File: config.mk
export PLATFORM = sky130hd
export DESIGN_NAME = mic_fir_mac_engine
export DESIGN_NICKNAME = d
export VERILOG_FILES = /design/src/rtl/mic_fir_mac_engine.sv
export SDC_FILE = /design/constraint.sdc
export NUM_CORES = 2
export LEC_CHECK = 0
export BUFFER_PORTS_ARGS = -buffer_cell sky130_fd_sc_hd__buf_2
export CAP_MARGIN = 20
export CELL_PAD_IN_SITES_DETAIL_PLACEMENT = 1
export CELL_PAD_IN_SITES_GLOBAL_PLACEMENT = 1
export CORE_MARGIN = 2
export CORE_UTILIZATION = 30
export CTS_BUF_LIST = sky130_fd_sc_hd__clkbuf_16
export CTS_CLUSTER_SIZE = 10
export DETAILED_ROUTE_END_ITERATION = 10
export GPL_ROUTABILITY_DRIVEN = 0
export PLACE_DENSITY_LB_ADDON = 0.1
export REMOVE_ABC_BUFFERS = 1
export SLEW_MARGIN = 20
export SYNTH_ARGS = -nofsm -noshare
export SYNTH_HDL_FRONTEND = slang
export SYNTH_SLANG_ARGS = --single-unit
export TNS_END_PERCENT = 30
File: constraint.sdc
create_clock -name clk_clk -period 13.1 [get_ports clk_clk]
set_input_delay 2.62 -clock clk_clk [delete_from_list [all_inputs] [get_ports clk_clk]]
set_output_delay 2.62 -clock clk_clk [all_outputs]
set_load 0.01 [all_outputs]
File: src/rtl/mic_fir_mac_engine.sv
// Time-multiplexed single-MAC FIR for the microphone path.
// Coefficients are read from the shared RAM's s2 port; sample history lives in a local delay line.
module mic_fir_mac_engine #(
    parameter int DATA_W   = 16,
    parameter int COEF_W   = 16,
    parameter int ADDR_W   = 10,
    parameter int MAX_TAPS = 256,
    parameter int ACC_W    = 40
) (
    input  logic              clk_clk,
    input  logic              reset_reset_n,
    input  logic [DATA_W-1:0] s_data,
    input  logic              s_valid,
    output logic              s_ready,
    output logic [DATA_W-1:0] m_data,
    output logic              m_valid,
    input  logic              m_ready,
    output logic [ADDR_W-1:0] coef_address,
    output logic              coef_chipselect,
    output logic              coef_clken,
    output logic              coef_write,
    output logic [31:0]       coef_writedata,
    output logic [3:0]        coef_byteenable,
    input  logic [31:0]       coef_readdata,
    input  logic [31:0]       cntl,
    input  logic              soft_rst,
    output logic              busy,
    output logic              overflow
);

    localparam int TAP_W  = $clog2(MAX_TAPS);
    localparam int NW     = TAP_W + 1;
    localparam int PROD_W = DATA_W + COEF_W;
    localparam logic signed [ACC_W-1:0] SAT_HI = {{(ACC_W-DATA_W+1){1'b0}}, {(DATA_W-1){1'b1}}};
    localparam logic signed [ACC_W-1:0] SAT_LO = {{(ACC_W-DATA_W+1){1'b1}}, {(DATA_W-1){1'b0}}};

    typedef enum logic [2:0] {
        ST_CLEAR,
        ST_IDLE,
        ST_MAC,
        ST_DRAIN,
        ST_OUT
    } state_t;

    state_t                     state_q, state_d;
    logic [TAP_W-1:0]           clr_cnt_q, clr_cnt_d;
    logic [TAP_W-1:0]           wr_ptr_q, wr_ptr_d;
    logic [TAP_W-1:0]           k_q, k_d;
    logic [NW-1:0]              n_q, n_d;
    logic [3:0]                 sh_q, sh_d;
    logic                       byp_q, byp_d;
    logic                       v1_q, v1_d;
    logic                       v2_q, v2_d;
    logic signed [PROD_W-1:0]   prod_q, prod_d;
    logic signed [ACC_W-1:0]    acc_q, acc_d;
    logic [DATA_W-1:0]          m_data_q, m_data_d;
    logic                       overflow_q, overflow_d;

    logic [DATA_W-1:0]          dl_mem [MAX_TAPS];
    logic [DATA_W-1:0]          dl_rd_data;
    logic                       dl_we;
    logic [TAP_W-1:0]           dl_waddr;
    logic [TAP_W-1:0]           dl_raddr;
    logic [DATA_W-1:0]          dl_wdata;

    logic                       accept;
    logic                       issue;
    logic                       last_issue;
    logic [31:0]                ntaps_req;
    logic [NW-1:0]              n_clamp;
    logic signed [COEF_W-1:0]   coef_s;
    logic signed [DATA_W-1:0]   smp_s;
    logic signed [ACC_W-1:0]    shifted;
    logic [DATA_W-1:0]          y_sat;
    logic                       clip;
    logic                       unused_ok;

    assign unused_ok = ^{cntl[30:14], cntl[9], coef_readdata[31:COEF_W]};

    assign coef_write      = 1'b0;
    assign coef_writedata  = '0;
    assign coef_byteenable = '1;
    assign coef_clken      = 1'b1;

    assign s_ready         = (state_q == ST_IDLE) && !soft_rst;
    assign accept          = s_ready && s_valid;
    assign m_valid         = (state_q == ST_OUT);
    assign busy            = !((state_q == ST_IDLE) || (state_q == ST_OUT));
    assign issue           = (state_q == ST_MAC);
    assign coef_chipselect = issue;
    assign coef_address    = issue ? ADDR_W'(k_q) : '0;
    assign m_data          = m_data_q;
    assign overflow        = overflow_q;

    assign last_issue = ({1'b0, k_q} + NW'(1)) == n_q;
    assign coef_s     = coef_readdata[COEF_W-1:0];
    assign smp_s      = dl_rd_data;

    assign dl_we    = (state_q == ST_CLEAR) || accept;
    assign dl_waddr = (state_q == ST_CLEAR) ? clr_cnt_q : wr_ptr_q;
    assign dl_wdata = (state_q == ST_CLEAR) ? '0 : s_data;
    assign dl_raddr = wr_ptr_q - k_q;

    always_ff @(posedge clk_clk) begin
        if (dl_we) begin
            dl_mem[dl_waddr] <= dl_wdata;
        end
        dl_rd_data <= dl_mem[dl_raddr];
    end

    always_comb begin
        ntaps_req = {23'd0, cntl[8:0]};
        if (ntaps_req == 32'd0) begin
            n_clamp = NW'(1);
        end else if (ntaps_req > 32'(MAX_TAPS)) begin
            n_clamp = NW'(MAX_TAPS);
        end else begin
            n_clamp = ntaps_req[NW-1:0];
        end
    end

    always_comb begin
        shifted = acc_q >>> sh_q;
        clip    = 1'b0;
        y_sat   = shifted[DATA_W-1:0];
        if (shifted > SAT_HI) begin
            y_sat = {1'b0, {(DATA_W-1){1'b1}}};
            clip  = 1'b1;
        end else if (shifted < SAT_LO) begin
            y_sat = {1'b1, {(DATA_W-1){1'b0}}};
            clip  = 1'b1;
        end
    end

    // Pipeline: issue -> RAM data (v1) -> product register (v2) -> accumulate.
    // DRAIN waits for both stages to empty, giving N+3 edges from accept to m_valid.
    always_comb begin
        state_d    = state_q;
        clr_cnt_d  = clr_cnt_q;
        wr_ptr_d   = wr_ptr_q;
        k_d        = k_q;
        n_d        = n_q;
        sh_d       = sh_q;
        byp_d      = byp_q;
        m_data_d   = m_data_q;
        overflow_d = overflow_q;
        prod_d     = prod_q;
        acc_d      = acc_q;
        v1_d       = issue;
        v2_d       = v1_q;

        if (v1_q) begin
            prod_d = PROD_W'(coef_s) * PROD_W'(smp_s);
        end
        if (v2_q) begin
            acc_d = acc_q + ACC_W'(prod_q);
        end
        if (issue && (k_q == '0)) begin
            acc_d = '0;
        end

        case (state_q)
            ST_CLEAR: begin
                clr_cnt_d = clr_cnt_q + TAP_W'(1);
                if (clr_cnt_q == '1) begin
                    state_d = ST_IDLE;
                end
            end
            ST_IDLE: begin
                if (accept) begin
                    n_d   = n_clamp;
                    sh_d  = cntl[13:10];
                    byp_d = cntl[31];
                    k_d   = '0;
                    if (cntl[31]) begin
                        m_data_d = s_data;
                        state_d  = ST_DRAIN;
                    end else begin
                        state_d = ST_MAC;
                    end
                end
            end
            ST_MAC: begin
                k_d = k_q + TAP_W'(1);
                if (last_issue) begin
                    state_d = ST_DRAIN;
                end
            end
            ST_DRAIN: begin
                if (!v1_q && !v2_q) begin
                    state_d = ST_OUT;
                    if (!byp_q) begin
                        m_data_d = y_sat;
                        if (clip) begin
                            overflow_d = 1'b1;
                        end
                    end
                end
            end
            ST_OUT: begin
                if (m_ready) begin
                    wr_ptr_d = wr_ptr_q + TAP_W'(1);
                    state_d  = ST_IDLE;
                end
            end
            default: state_d = ST_CLEAR;
        endcase

        if (soft_rst) begin
            state_d    = ST_CLEAR;
            clr_cnt_d  = '0;
            wr_ptr_d   = '0;
            overflow_d = 1'b0;
            v1_d       = 1'b0;
            v2_d       = 1'b0;
        end
    end

    always_ff @(posedge clk_clk or negedge reset_reset_n) begin
        if (!reset_reset_n) begin
            state_q    <= ST_CLEAR;
            clr_cnt_q  <= '0;
            wr_ptr_q   <= '0;
            k_q        <= '0;
            n_q        <= NW'(1);
            sh_q       <= '0;
            byp_q      <= 1'b0;
            v1_q       <= 1'b0;
            v2_q       <= 1'b0;
            prod_q     <= '0;
            acc_q      <= '0;
            m_data_q   <= '0;
            overflow_q <= 1'b0;
        end else begin
            state_q    <= state_d;
            clr_cnt_q  <= clr_cnt_d;
            wr_ptr_q   <= wr_ptr_d;
            k_q        <= k_d;
            n_q        <= n_d;
            sh_q       <= sh_d;
            byp_q      <= byp_d;
            v1_q       <= v1_d;
            v2_q       <= v2_d;
            prod_q     <= prod_d;
            acc_q      <= acc_d;
            m_data_q   <= m_data_d;
            overflow_q <= overflow_d;
        end
    end

endmodule

==> flow_summary.json <==
{
  "rsz0062_at_grt": "false",
  "syn-cell-area_um2": 177600,
  "routed_wl_mm": 528.2,
  "num_io_pins": 154,
  "grt_max_degree": 193,
  "ys_ff_latch": 4244,
  "endpoint_kind": "register",
  "final_cell_mix": "edfxtp_1 (4096), mux4_2 (1311), clkbuf_16 (536), inv_1 (435), buf_4 (339)",
  "grt_pass1_vias": 93060,
  "setup_viol": 0,
  "cp_slowest_cell": "fa_1",
  "cp_top_family": "adder cells",
  "drv_cap": 0,
  "cts_root_buffer": "clkbuf_16",
  "dr_total_vias": 85540,
  "dp_hpwl_mm": 321.5,
  "clk-insertion-delay-late_ns": 1.05,
  "drcViolationCount": 0,
  "drive_above_1_share": 0.2792,
  "synthArstFlopShare": 0.03110,
  "crit_required_ns": 14.03,
  "max_slew_margin": 0.1915,
  "fmaxAchievable_mhz": 122.3,
  "cts_buffers": 520,
  "final_nets": 9586,
  "area_growth_pct": 15.18,
  "io_buffers": 79,
  "postCtsSetupRepairBufs": 0,
  "drt_first_pass_iters": 5,
  "die_w_um": 773.4,
  "antenna_found_initial": 43,
  "synth-edff-count": 4096,
  "cts-htree-levels": 6,
  "syn_avg_cell_area_um2": 20.67,
  "path_class": "input port to register",
  "status": "complete, no violations",
  "synth_compound_area_frac": 0.01344,
  "cts-resized-gates": 0,
  "layout_min_cycle_time_ns": 8.174,
  "grt_usage": 0.1744,
  "ys_types": 74,
  "synth-xor-area-share": 0.004932,
  "tightest_slew_ns": 1.213,
  "final_common_cell": "edfxtp_1",
  "ys_warn_count": 0,
  "worstPathArrival_ns": 9.10,
  "drtIter0Drc": 6784,
  "slew_violations": 0,
  "ant_nets": 0,
  "finalCritPeriodShare": 0.6240,
  "rows": 282,
  "coreArea_um2": 589600,
  "hold_class": "register to register",
  "max_stage_delay_ns": 0.94,
  "path_cells": "buf_2 -> nand2_1 -> inv_1 -> fa_1 -> fa_1 -> fa_1 -> fa_1 -> fa_1 -> inv_1 -> fa_1 -> inv_1 -> ha_1 -> a21o_1 -> a21oi_1 -> nor2b_1 -> or4_1 -> a31oi_1 -> o21bai_1 -> a21oi_1 -> xnor2_1 -> mux2_2",
  "synth_ff_type": "edfxtp_1",
  "synth_seq_area_share": 0.7130,
  "crit_fanout": 16,
  "post_drt_wl_per_cell_um": 30.76,
  "synthSimpleGateAreaFrac": 0.02547,
  "cts_buffer_depth": 4,
  "final_hold_viol_count": 0,
  "cts_sinks": 4244,
  "cts.reportedPaths.clkPinSlew_ns": 0.05,
  "synth_top_family_by_area": "multiplexers",
  "syn_inst": 8591,
  "synth_mux_area_frac": 0.1857,
  "die_h_um": 773.4,
  "grt_overflow": 0,
  "crit_buf_inv": 4,
  "synth_fa_ha_area_frac": 0.03906,
  "start_util": 0.3012,
  "postCtsHoldBufs": 0,
  "cts_tree": "yes",
  "skew_ns": 0.06841,
  "crit_top_cell": "fa_1",
  "startpoint_type": "input port",
  "grt_pass1_wl_mm": 742.2,
  "viasPerCell": 4.981,
  "fin_tns_setup_ns": 0,
  "dieArea_um2": 598100
}
[cell type report]
type | instances | area, um^2
inverter | 320 | 1201
fill | 57240 | 385000
tap | 7810 | 9772
clock inverter | 219 | 1429
multi-input combinational | 3570 | 48520
clock buffer | 536 | 13410
timing repair buffer | 449 | 3526
sequential | 4244 | 126600
antenna | 23 | 57.56
[kinds of logic (layout without fill, tap and decap cells)]
logic type,count (synthesis),count (layout)
other cells,2,63
flops,4244,4244
xor+xnor,100,100
compound gates,375,375
fa+ha+maj,396,396
buf+inv,815,1524
simple gates,1009,1009
mux,1650,1650
[worst reg2reg max path, stage by stage (launching register included)]
cell and delay, ns:
dfxtp_1 0.97, nand2_1 0.23, inv_1 0.13, fa_1 0.58
fa_1 0.95, fa_1 0.54, fa_1 0.50, fa_1 0.50
inv_1 0.05, fa_1 0.48, inv_1 0.04, ha_1 0.34
a21o_1 0.18, a21oi_1 0.16, nor2b_1 0.08, or4_1 0.40
a31oi_1 0.31, o21bai_1 0.12, a21oi_1 0.19, xnor2_1 0.11
mux2_2 0.27
[layer usage]
layer | global-route usage | wire [um] | up-vias
li1 | - | - | 35740
met1 | 0.2422 | 235900 | 47430
met2 | 0.2877 | 255000 | 1749
met3 | 0.02963 | 24680 | 613
met4 | 0.03945 | 12570 | 6
met5 | 0 | 33 | -
[flip-flops by register name (all words and copies together), names as in the netlist, 3 cells and up]
register    count
dl_mem       4096
acc_q          40
prod_q         32
dl_rd_data     16
m_data         16
n_q             9
clr_cnt_q       8
k_q             8
wr_ptr_q        8
sh_q            4
state_q         3
[Yosys cell counts (10+ instances only)]
master / instances / share of area
mux2_2: 45 / 0.0029
o21a_1: 11 / 0.00046
o22ai_1: 11 / 0.00039
clkbuf_1: 339 / 0.0072
o21bai_1: 10 / 0.00042
a21oi_1: 111 / 0.0031
nand2_1: 275 / 0.0058
o21ai_0: 80 / 0.0023
fa_1: 264 / 0.030
xnor2_1: 64 / 0.0032
nor2_1: 431 / 0.0091
nand3b_1: 13 / 0.00055
o211ai_1: 11 / 0.00046
a21o_1: 34 / 0.0014
a211o_1: 15 / 0.00074
o31ai_1: 13 / 0.00055
ha_1: 132 / 0.0093
xor2_1: 36 / 0.0018
edfxtp_1: 4096 / 0.69
buf_1: 92 / 0.0019
and2_1: 145 / 0.0051
buf_2: 19 / 0.00054
dfxtp_1: 16 / 0.0018
inv_1: 316 / 0.0067
a211oi_1: 13 / 0.00055
dfrtp_1: 131 / 0.018
or3_1: 10 / 0.00035
nand3_1: 27 / 0.00076
mux4_2: 1311 / 0.17
nand4_1: 15 / 0.00053
nand2b_1: 22 / 0.00077
nor3_1: 35 / 0.00099
buf_4: 42 / 0.0018
mux2i_1: 292 / 0.016
[final timing paths]
kind | from | to | slack [ns] | depth (start not counted)
hold / removal | byp_q | byp_q | 0.48 | 2
setup / recovery | coef_readdata[15] | prod_q[29] | 4.93 | 21
hold reg to reg | byp_q | byp_q | 0.48 | 2
setup reg to reg | dl_rd_data[2] | prod_q[29] | 5.88 | 20
max in group asynchronous | reset_reset_n | v1_q | 10.09 | 2
min in group asynchronous | reset_reset_n | m_data[0] | 1.61 | 1
[through the flow]
| stage | utilization | hold slack (ns) | cell area, um^2 | setup WS, ns | instances |
|---|---|---|---|---|---|
| floorplan | - | 0.4412 | 175700 | -28.24 | 8134 |
| global placement | 0.3214 | 0.4579 | 189500 | 3.853 | 16390 |
| detailed placement | 0.3215 | 0.4636 | 189600 | 3.828 | 16390 |
| CTS | 0.3467 | 0.4757 | 204400 | 4.983 | 17150 |
| global route | 0.3468 | 0.5039 | 204500 | 4.542 | 17150 |
| finish | 0.3469 | 0.4757 | 204500 | 4.926 | 17170 |
Power is left out: the tool's default activity adds up to more than one toggle a clock period on the data nets, which glitch-free logic cannot reach.
